$ cat src/rtl/rs_err_correct_16_8.sv
// Reed-Solomon (16,8) error-correction output stage: applies error magnitudes from a
// 4-entry error table to the streamed codeword and emits the 8 corrected message bytes.
module rs_err_correct_16_8 #(
  parameter int DATA_W = 8
) (
  input  logic              clk,
  input  logic              rst_n,
  input  logic              err_wr,
  input  logic [3:0]        err_pos,
  input  logic [DATA_W-1:0] err_val,
  input  logic              dec_fail,
  input  logic [7:0]        sym_cnt,
  input  logic [DATA_W-1:0] sym_in,
  output logic [DATA_W-1:0] data_out,
  output logic              data_valid,
  output logic [2:0]        data_idx,
  output logic              frame_done,
  output logic              frame_fail,
  output logic [2:0]        err_count,
  output logic              busy
);

  typedef enum logic [1:0] {IDLE, STREAM, DONE} state_t;

  state_t state_q, state_d;

  logic [7:0]              sym_cnt_q;
  logic [4:0]              exp_q;
  logic                    new_sym;
  logic [3:0]              idx_p0;
  logic                    take;
  logic                    seq_set;

  logic [3:0]              tbl_vld_q;
  logic [3:0][3:0]         tbl_pos_q;
  logic [3:0][DATA_W-1:0]  tbl_val_q;
  logic [2:0]              err_count_q;
  logic                    ovf_q, fail_q, seq_q;

  logic [DATA_W-1:0]       data_p1;
  logic [2:0]              idx_p1;
  logic                    vld_p1;

  // XOR of every valid table magnitude whose position matches this symbol.
  function automatic logic [DATA_W-1:0] correct_sym(
    input logic [DATA_W-1:0]        s,
    input logic [3:0]               idx,
    input logic [3:0]               vld,
    input logic [3:0][3:0]          pos,
    input logic [3:0][DATA_W-1:0]   val
  );
    logic [DATA_W-1:0] r;
    r = s;
    for (int k = 0; k < 4; k++) begin
      if (vld[k] && (pos[k] == idx)) r = r ^ val[k];
    end
    return r;
  endfunction

  // Stage p0: symbol detection; sym_cnt 16 wraps to index 15 in four bits.
  assign new_sym = (sym_cnt != sym_cnt_q) && (sym_cnt >= 8'd1) && (sym_cnt <= 8'd16);
  assign idx_p0  = sym_cnt[3:0] - 4'd1;

  always_comb begin
    state_d = state_q;
    take    = 1'b0;
    seq_set = 1'b0;
    case (state_q)
      IDLE: begin
        if (new_sym && (sym_cnt == 8'd1)) begin
          take    = 1'b1;
          state_d = STREAM;
        end
      end
      STREAM: begin
        if (new_sym) begin
          take = 1'b1;
          if ((sym_cnt != 8'd1) && (sym_cnt != {3'b000, exp_q})) seq_set = 1'b1;
          if (sym_cnt == 8'd16) state_d = DONE;
        end
      end
      DONE:    state_d = IDLE;
      default: state_d = IDLE;
    endcase
  end

  always_ff @(posedge clk or negedge rst_n) begin
    if (!rst_n) begin
      state_q     <= IDLE;
      sym_cnt_q   <= '0;
      exp_q       <= '0;
      tbl_vld_q   <= '0;
      tbl_pos_q   <= '0;
      tbl_val_q   <= '0;
      err_count_q <= '0;
      ovf_q       <= 1'b0;
      fail_q      <= 1'b0;
      seq_q       <= 1'b0;
    end else begin
      state_q   <= state_d;
      sym_cnt_q <= sym_cnt;
      if (state_q == DONE) begin
        // Frame closes: everything accumulated for it, including a late dec_fail, is dropped.
        tbl_vld_q   <= '0;
        err_count_q <= '0;
        ovf_q       <= 1'b0;
        fail_q      <= 1'b0;
        seq_q       <= 1'b0;
      end else begin
        if (dec_fail) fail_q <= 1'b1;
        if (seq_set)  seq_q  <= 1'b1;
        if (take)     exp_q  <= sym_cnt[4:0] + 5'd1;
        if (err_wr && (state_q == IDLE)) begin
          if (err_count_q[2]) begin
            ovf_q <= 1'b1;
          end else begin
            tbl_vld_q[err_count_q[1:0]] <= 1'b1;
            tbl_pos_q[err_count_q[1:0]] <= err_pos;
            tbl_val_q[err_count_q[1:0]] <= err_val;
            err_count_q                 <= err_count_q + 3'd1;
          end
        end
      end
    end
  end

  // Stage p1: corrected message byte, parity indices produce no output.
  always_ff @(posedge clk or negedge rst_n) begin
    if (!rst_n) begin
      data_p1 <= '0;
      idx_p1  <= '0;
      vld_p1  <= 1'b0;
    end else begin
      vld_p1 <= 1'b0;
      if (take && !idx_p0[3]) begin
        data_p1 <= correct_sym(sym_in, idx_p0, tbl_vld_q, tbl_pos_q, tbl_val_q);
        idx_p1  <= idx_p0[2:0];
        vld_p1  <= 1'b1;
      end
    end
  end

  assign data_out   = data_p1;
  assign data_idx   = idx_p1;
  assign data_valid = vld_p1;
  assign frame_done = (state_q == DONE);
  assign frame_fail = frame_done & (fail_q | ovf_q | seq_q);
  assign err_count  = err_count_q;
  assign busy       = (state_q != IDLE);

endmodule
$ cat config.mk
export PLATFORM = sky130hd
export DESIGN_NAME = rs_err_correct_16_8
export DESIGN_NICKNAME = d
export VERILOG_FILES = /design/src/rtl/rs_err_correct_16_8.sv
export SDC_FILE = /design/constraint.sdc
export NUM_CORES = 1
export LEC_CHECK = 0
export ABC_AREA = 1
export CAP_MARGIN = 20
export CORE_MARGIN = 3
export CORE_UTILIZATION = 51
export CTS_BUF_LIST = sky130_fd_sc_hd__clkbuf_8 sky130_fd_sc_hd__clkbuf_16
export CTS_CLUSTER_DIAMETER = 120
export DETAILED_ROUTE_END_ITERATION = 12
export MAX_ROUTING_LAYER = met4
export PLACE_DENSITY = 0.76
export RECOVER_POWER = 50
export SETUP_SLACK_MARGIN = 0.2
export SLEW_MARGIN = 20
export SYNTH_ARGS = -nofsm -noshare
export SYNTH_HDL_FRONTEND = slang
export SYNTH_SLANG_ARGS = --single-unit
$ cat constraint.sdc
create_clock -name clk -period 1.47 [get_ports clk]
set_input_delay 0.294 -clock clk [delete_from_list [all_inputs] [get_ports clk]]
set_output_delay 0.294 -clock clk [all_outputs]
set_load 0.005 [all_outputs]
After elaboration in Yosys (flattened, before gate mapping)
Index checks and enable logic that the tools add are counted.

Bits in registers: 85. Input bits: 32. Logic and storage cells: 114.

Multiplexer cells: 39. Add/subtract/negate cells: 3. Order comparisons: 4. Eq/ne operators: 15. Reduce and logical (&&, ||, !) cells: 23. Bitwise gates (word level): 10.

Operator list (number): 8-bit 2-to-1 mux (8); 32-bit bitwise mux (1); 8-bit bitwise XOR (4); 16-bit bitwise mux (1); 8-bit demux with 2-bit select (1); 4-bit == test (4); 4-bit 2-to-1 mux (4); 1-bit 2-to-1 mux (14); 1-bit logical AND (11); 2-bit nonzero test (5); 3-bit 2-to-1 mux (3); 4-bit demux with 2-bit select (1); 8-bit by 1-bit == test with 1-bit output, second input constant (1); 8-bit by 5-bit == test with 1-bit output, second input constant (1); 8-bit by 1-bit greater-or-equal comparator with 1-bit output, second input constant (1); 8-bit by 5-bit <= comparator with 1-bit output, second input constant (1); 2-bit inequality test, second input constant (4); 8-bit by 1-bit inequality test with 1-bit output, second input constant (1); 8-bit by 5-bit inequality test with 1-bit output (1); 8-bit inequality test (1); 2-bit 2-to-1 mux (3); 2-bit AND reduction (3); 3-bit AND reduction (2); 5-bit by 1-bit adder with 5-bit output, second input constant (1); other kinds (15) (17).

Logic depth before layout (Yosys ltp)
Gate-level depths: netlist of the first run.

Word-level depth: 16. Gate-level depth with buffers: 18.

Worst setup path after synthesis of the first run
OpenSTA, ideal clock, no wires.

Path type: input port to flip-flop. Start point: input port sym_cnt[0]. End point: register data_p1[4], in the netlist data_out[4]. Data required time: 1.353 ns. Arrival time: 1.912 ns. Cell stages on the path: 17. Slack: -0.559 ns. Path through: buf_6 > inv_4 > ha_1 > inv_1 > nand2_1 > nand2_1 > nand3_1 > nor2_4 > nand2_8 > inv_1 > nand3_1 > nand2_1 > nand2_1 > nand2_1 > nand2_1 > nand3_1 > nand2_1.

Cells in the longest elaborated chain, start to end: 13.

RTL lines: from (decl) (line 12) `input logic [7:0] sym_cnt,`; 4-bit by 1-bit subtractor with 4-bit output (*) (line 62) `assign idx_p0 = sym_cnt[3:0] - 4'd1;`; named net idx_p0[0] (line 30) `logic [3:0] idx_p0;`; 4-bit == test (line 55) `if (vld[k] && (pos[k] == idx)) r = r ^ val[k];`; 1-bit logical AND (line 55); 8-bit 2-to-1 mux (line 55); 8-bit 2-to-1 mux (line 135) `if (take && !idx_p0[3]) begin`; 8-bit bitwise XOR (line 55); 8-bit 2-to-1 mux (line 55); 8-bit 2-to-1 mux (line 135); 8-bit bitwise XOR (line 55); 8-bit 2-to-1 mux (line 55); 8-bit 2-to-1 mux (line 135); 8-bit bitwise XOR (line 55); 8-bit 2-to-1 mux (*) (line 55); to (signal assigned) (line 136) `data_p1 <= correct_sym(sym_in, idx_p0, tbl_vld_q, tbl_pos_q, tbl_val_q);`; to (decl) (line 40) `logic [DATA_W-1:0] data_p1;`.

Mark *: on every way through the listed nets, which the timed path passes. The rest lies on a longest branch. The select of a mux whose other input is x is not followed. A chain may end at the register's enable or synchronous reset.

Worst setup path after layout of the first run
Start point: input port sym_cnt[1]. End point: register data_p1[2], in the netlist data_out[2].

Cells in the longest elaborated chain, start to end: 13.

RTL lines (line): 4-bit by 1-bit subtractor with 4-bit output (62); 4-bit == test (55); 1-bit logical AND (55); 8-bit 2-to-1 mux (55); 8-bit 2-to-1 mux (135); 8-bit bitwise XOR (55); 8-bit 2-to-1 mux (55); 8-bit 2-to-1 mux (135); 8-bit bitwise XOR (55); 8-bit 2-to-1 mux (55); 8-bit 2-to-1 mux (135); 8-bit bitwise XOR (55); 8-bit 2-to-1 mux (55).

Parallel ways exist; a longest one is shown, timed or not. The select of a mux whose other input is x is not followed.

==> results of run 1 <==
[per-layer routing]
metal	track usage, %	share of wire (%)
met1	38.9	34
met2	56.3	46
met3	7.61	12
met4	17.5	8.1
met5	-	0
[power by group through the flow]
stage	sequential (mW)	combinational, mW	clock (mW)
2_1_floorplan	2.42	0.274	0
3_3_place_gp	2.42	0.562	0
3_5_place_dp	2.42	0.578	0
4_1_cts	2.37	0.666	2.07
5_1_grt	2.38	0.843	2.24
6_report	2.38	0.806	2.20
[cell usage after synthesis (6+ instances only)]
cell and number:
nand3_1 38, xor2_1 15, nor2_1 27, xnor2_1 11
o21ai_0 48, nand2_1 193, a21oi_1 6, inv_1 78
ha_1 8, dfrtp_1 85, nand2_2 7, nand4_1 11
[worst min-delay path by stage]
stage / end / slack, ns / cells past startpoint
finish: sym_cnt_q[3] / 0.13 / 1
floorplan: data_idx[0] / -0.002 / 0
CTS: sym_cnt_q[7] / 0.23 / 1
detailed placement: sym_cnt_q[7] / 0.24 / 1
global route: sym_cnt_q[3] / 0.14 / 1
global placement: sym_cnt_q[6] / 0.23 / 1
[cell type report]
cell class,count,area (um2)
clock buffer,10,138
clock inverter,6,110
fill,322,830
inverter,82,363
multi-input combinational,400,2880
sequential,85,2130
tap,105,131
timing repair buffer,179,1830
timing repair inverter,1,11.3
[repair_timing]
item | CTS | global route
gates resized for setup | 220 | 139
pin swaps | 52 | 36
hold buffers | 1 | 0
hold endpoints to repair | 23 | 0
gates cloned | 10 | 0
setup buffers | 43 | 17
setup endpoints to repair | 90 | 89
[critical path, delay by kind of cell]
| kind | cells | cell delay (ns) |
|---|---|---|
| simple gates | 11 | 1.23 |
| fa+ha+maj | 1 | 0.19 |
| buf+inv | 4 | 0.48 |
| compound gates | 1 | 0.12 |
[cells in the final DEF, fill, tap and decap left out, types with 11 or more instances in the layout]
master	instances
clkdlybuf4s50_1	22
xor2_1	13
o21ai_2	38
buf_6	31
buf_12	15
clkbuf_2	11
nand3_1	29
nor2_4	16
nor2_1	14
nand2_2	51
nand2_4	36
dfrtp_1	85
inv_1	68
buf_4	75
o21ai_1	13
nand2_1	112
nand4_1	11
[cell families after synthesis]
logic type | after synthesis | share of synthesized area, %
buffers and inverters | 94 | 8.51
DFF | 85 | 46.7
xor gates and xnor gates | 26 | 5.00
adders and majority gates | 8 | 2.20
and+or+nand+nor | 295 | 28.6
AOI/OAI and AO/OA | 68 | 8.51
muxes | 2 | 0.494
[flip-flops by register name, summed over array words and instances, names as in the netlist]
name	cells
tbl_val_q	32
tbl_pos_q	16
data_out	8
sym_cnt_q	8
exp_q	5
tbl_vld_q	4
data_idx	3
err_count	3
state_q	2
data_valid	1
fail_q	1
ovf_q	1
seq_q	1
[metrics by stage]
stage / util (%) / worst slack, ns / std cells / hold slack (ns)
floorplan: - / -0.316 / 578 / -0.00159
global placement: 67.9 / -1.04 / 781 / 0.232
detailed placement: 67.9 / -1.07 / 781 / 0.239
CTS: 83.8 / -0.274 / 851 / 0.227
global route: 90.2 / -0.649 / 868 / 0.142
finish: 90.2 / -0.596 / 868 / 0.128
==> run_results.csv, run 1 <==
group,metric,value,unit
detailed_routing,drt_iter0_markers,557,
finish,drive_gt1_share,47.7,%
sta,final.setup.worst_slack,-0.596,ns
clocking,path_clk_slew,0.13,ns
detailed_routing,routedWlPerCell,24.2,um
pwr,clockPowerShare,40.8,%
clocking,cts-root-buf,"clkbuf_8",
finish,fin_area,7590,um2
critical_path,r2r_slack,-0.59,ns
placement,place_area,5720,um2
sta,finClkSkew,0.0327,ns
pwr,intPower,3.86,mW
pwr,p_sw_share,28.3,%
floorplan,io_pins,50,
outcome,violations,"setup timing",
clocking,clock_latency,0.40,ns
placement,portBuffers,49,
synth,syn_nets,618,
pwr,fin_total_pwr,5.38,mW
sta,grt_setup_unrepaired,"yes",
floorplan,die_w,101,um
floorplan,initial_core_util,54.1,%
finish,n_antenna_cell,0,
grt,grt_pass1_vias,5038,
min_path,hold_class,"input pin to flip-flop",
synth,yosys_warnings,0,
sta,tns,-16.97,ns
sta,worst_slew_pin_slew,0.664,ns
pwr,leakage,3.82,nW
clocking,htree_num_levels,3,
floorplan,die-area,10100,um2
sta,hold_viol,0,
critical_path,startpoint_type,"input pin",
placement,dp_hpwl,8.69,mm
clocking,clk_path_buf_depth,2,
sta,relSlewSlack,55.7,%
synth,synth_seq_area_share,46.7,%
sta,finalMaxSlewViolations,0,
flow_run,cap_violations,0,
synth,yosys-top-cells-area,"dfrtp_1 47%, nand2_1 16%, inv_1 6.4%",
critical_path,startpoint,"sym_cnt[1]",
critical_path,required,1.74,ns
critical_path,r2r_cells,13,
grt,grt_overflow_total,0,
outcome,status,"complete, but fails checks",
critical_path,path_cells,"buf_2 > inv_2 > ha_4 > inv_1 > nand2_2 > nand2_4 > nand2_2 > nand2_2 > nor2_4 > nand2_8 > buf_12 > o21bai_4 > nand2_1 > nand2_1 > nand3_1 > nand3_1 > nand2_1",
placement,place.gp.congestion,0.827,
critical_path,r2r_end,"data_out[0]",
synth,synthFlopType,"dfrtp_1",
floorplan,core.rowCount,33,
synth,synth-async-reset-ratio,100,%
detailed_routing,first_pass_iters,5,
min_path,min_from,"sym_cnt[3]",
floorplan,fp.dieH,101,um
synth,yosys.area.top_type,"dfrtp_1",
finish,area_growth,66.7,%
finish,nets,798,
synth,ys_types,37,
critical_path,worstSetupEndpoint,"data_out[2]",
sta,period_share,141,%
pwr,combPwrFrac,15.0,%
detailed_routing,drc,0,
detailed_routing,via_count,5443,
pwr,pwr-share-seq,44.2,%
pwr,power_density,708,nW/um2
sta,max_freq,484,MHz
clocking,numCtsBuffers,9,
synth,synth_edf_count,0,
critical_path,crit_slowest_cell,"nor2_4",
synth,synth_seq_cells,85,
synth,synth_area,4560,um2
detailed_routing,ant_nets,0,
clocking,cts_sinks,85,
clocking,tritoncts,"yes",
critical_path,slowest_delay,0.24,ns
critical_path,arrival,2.34,ns
grt,antenna_found_initial,0,
sta,min_period,2.07,ns
critical_path,critPathMaxFanout,7,
pwr,vdd_drop_max,579,uV
critical_path,endpoint_kind,"flip-flop",
grt,grt_max_degree,41,
detailed_routing,wirelength,21.0,mm
critical_path,crit_type,"input pin to flip-flop",
synth,syn-instance-count,578,
synth,synth.top_cell.area_share,46.7,%
synth,synth.avg_cell_area,7.88,um2
floorplan,fp.coreArea,8420,um2
sta,finalSetupViolCount,74,
pwr,switching_power,1.52,mW
grt,grt_use_total,34.1,%
detailed_routing,routed_via_density,6.27,
grt,grt_pass1_wl,25.6,mm
critical_path,r2r-start,"tbl_pos_q[12]",
Note: power is estimated with default switching activity, not from simulation.
==> run 2: changes to the inputs <==
--- a/config.mk
+++ b/config.mk
@@ -16,6 +16,7 @@
 export PLACE_DENSITY = 0.76
 export RECOVER_POWER = 50
 export SETUP_SLACK_MARGIN = 0.2
+export SKIP_LAST_GASP = 1
 export SLEW_MARGIN = 20
 export SYNTH_ARGS = -nofsm -noshare
 export SYNTH_HDL_FRONTEND = slang
==> run_results.csv, run 2 (same netlist as run 1, synthesis figures left out) <==
group,metric,value,unit
min_path,min_from,"sym_cnt[3]",
finish,layout_common_cells,"115 x nand2_1, 85 x dfrtp_1, 78 x buf_4",
sta,worst_slew_pin_slew,0.667,ns
floorplan,io_pins,50,
outcome,violations,"setup timing",
floorplan,die-area,10100,um2
placement,dp_hpwl,8.69,mm
finish,n_antenna_cell,0,
finish,fill_cells,333,
critical_path,critPathMaxFanout,6,
sta,finClkSkew,0.0150,ns
critical_path,crit_type,"input pin to flip-flop",
clocking,clk_path_buf_depth,2,
finish,drive_gt1_share,48.0,%
grt,grt_pass1_vias,5064,
floorplan,initial_core_util,54.1,%
sta,final.setup.worst_slack,-0.641,ns
finish,reg.largest.list,"tbl_val_q (32), tbl_pos_q (16)",
detailed_routing,routed_via_density,6.24,
grt,grt_max_degree,41,
floorplan,fp.coreArea,8420,um2
critical_path,r2r_end,"data_out[7]",
grt,grt_pass1_wl,25.4,mm
outcome,status,"complete, but fails checks",
sta,relSlewSlack,55.5,%
detailed_routing,first_pass_iters,8,
critical_path,r2r_cells,12,
critical_path,r2r_slack,-0.56,ns
sta,grt_setup_unrepaired,"yes",
grt,antenna_found_initial,0,
placement,place.gp.congestion,0.827,
pwr,power_density,704,nW/um2
detailed_routing,routedWlPerCell,24.1,um
grt,grt_use_total,33.9,%
finish,largest_reg_flops,32,
finish,nets,804,
detailed_routing,drc,0,
clocking,clock_latency,0.38,ns
min_path,hold_path_depth,1,
critical_path,endpoint_kind,"flip-flop",
placement,pre_cts_ws,-1.07,ns
grt,grt_overflow_total,0,
floorplan,core.rowCount,33,
placement,post-place-cells,781,
critical_path,r2r-start,"tbl_pos_q[8]",
flow_run,cap_violations,0,
clocking,tritoncts,"yes",
clocking,cts_sinks,85,
finish,stdcell_count,874,
sta,max_freq,474,MHz
sta,period_share,144,%
sta,min_period,2.11,ns
detailed_routing,wirelength,21.0,mm
critical_path,startpoint_type,"input pin",
pwr,vdd_drop_max,537,uV
clocking,cts-root-buf,"clkbuf_8",
critical_path,required,1.73,ns
placement,portBuffers,49,
clocking,path_clk_slew,0.11,ns
finish,area_growth,66.6,%
pwr,leakage,3.81,nW
critical_path,arrival,2.37,ns
finish,largest_register,"tbl_val_q",
detailed_routing,ant_nets,0,
floorplan,die_w,101,um
detailed_routing,via_count,5451,
min_path,hold_class,"input pin to flip-flop",
sta,hold_viol,0,
floorplan,fp.dieH,101,um
sta,finalSetupViolCount,74,
min_path,holdPathEnd,"sym_cnt_q[3]",
sta,fin_hold_ws,0.169,ns
clocking,htree_num_levels,3,
sta,finalMaxSlewViolations,0,
clocking,numCtsBuffers,9,
detailed_routing,drt_iter0_markers,630,
finish,layout_commonest_cell,"nand2_1",
## run 2: cell types whose count changed in the layout (fill, tap and decap cells not counted), sizes merged
cell	delta
clkdlybuf4s15	+1
clkdlybuf4s25	-2
clkbuf	+1
clkinv	+1
buf	+4
dlygate4sd2	+2
inv	-1
## run 2: per-layer routing
metal / vias up / global-route usage, % / wire [um]
li1: 2195 / - / -
met1: 2575 / 38.3 / 6990
met2: 482 / 55.4 / 9660
met3: 199 / 6.44 / 2310
met4: 0 / 20.9 / 2070
met5: - / - / 0
## run 2: worst max path at each step
stage / slack (ns) / depth (start not counted) / end / startpoint
3_3_place_gp: -1.04 / 17 / data_out[4] / sym_cnt[0]
2_1_floorplan: -0.32 / 18 / data_out[4] / sym_cnt[0]
4_1_cts: -0.27 / 12 / data_out[1] / tbl_pos_q[5]
3_5_place_dp: -1.07 / 17 / data_out[4] / sym_cnt[0]
5_1_grt: -0.68 / 15 / data_out[0] / sym_cnt[1]
6_report: -0.64 / 15 / data_out[0] / sym_cnt[1]
## run 2: where the power goes
part	total [mW]	switching, mW	internal [mW]
Sequential	2.38	0.0166	2.36
Clock	2.15	0.981	1.17
Combinational	0.815	0.487	0.328
## run 2: repair_timing
action	CTS	global route
cloned	10	0
endpoints found under the setup margin	90	89
hold buffers	1	0
gates resized for setup	201	152
endpoints found under the hold margin	23	0
pin swaps	52	54
buffers inserted	43	23
## run 2: layout make-up
type                       instances  area, um2  share of cell area [%]
multi-input combinational        400       2850                    37.6
sequential                        85       2130                    28.0
timing repair buffer             185       1850                    24.4
inverter                          82        365                    4.81
clock buffer                      10        138                    1.81
tap                              105        131                    1.73
clock inverter                     6        110                    1.45
timing repair inverter             1       16.3                   0.214
## run 2: worst max-delay path, cell delays in order
cell and delay (ns):
buf_2 0.10, inv_2 0.06, ha_4 0.33, buf_4 0.13, xor2_1 0.21, nand2_1 0.13
nor2_4 0.17, buf_4 0.15, nand4_1 0.17, nand2_1 0.16, nand2_2 0.09, nand2_1 0.12
nand2_1 0.08, nand3_1 0.10, nand2_1 0.08
## run 2: stage by stage
step | instance area, um2 | power [mW] | util [%] | setup TNS (ns)
finish | 7590 | 5.35 | 90.1 | -16.22
global route | 7590 | 5.46 | 90.1 | -21.53
CTS | 6990 | 5.10 | 83.0 | -8.76
detailed placement | 5720 | 3.00 | 67.9 | -25.60
global placement | 5720 | 2.98 | 67.9 | -23.90
floorplan | 4700 | 2.69 | - | -2.76
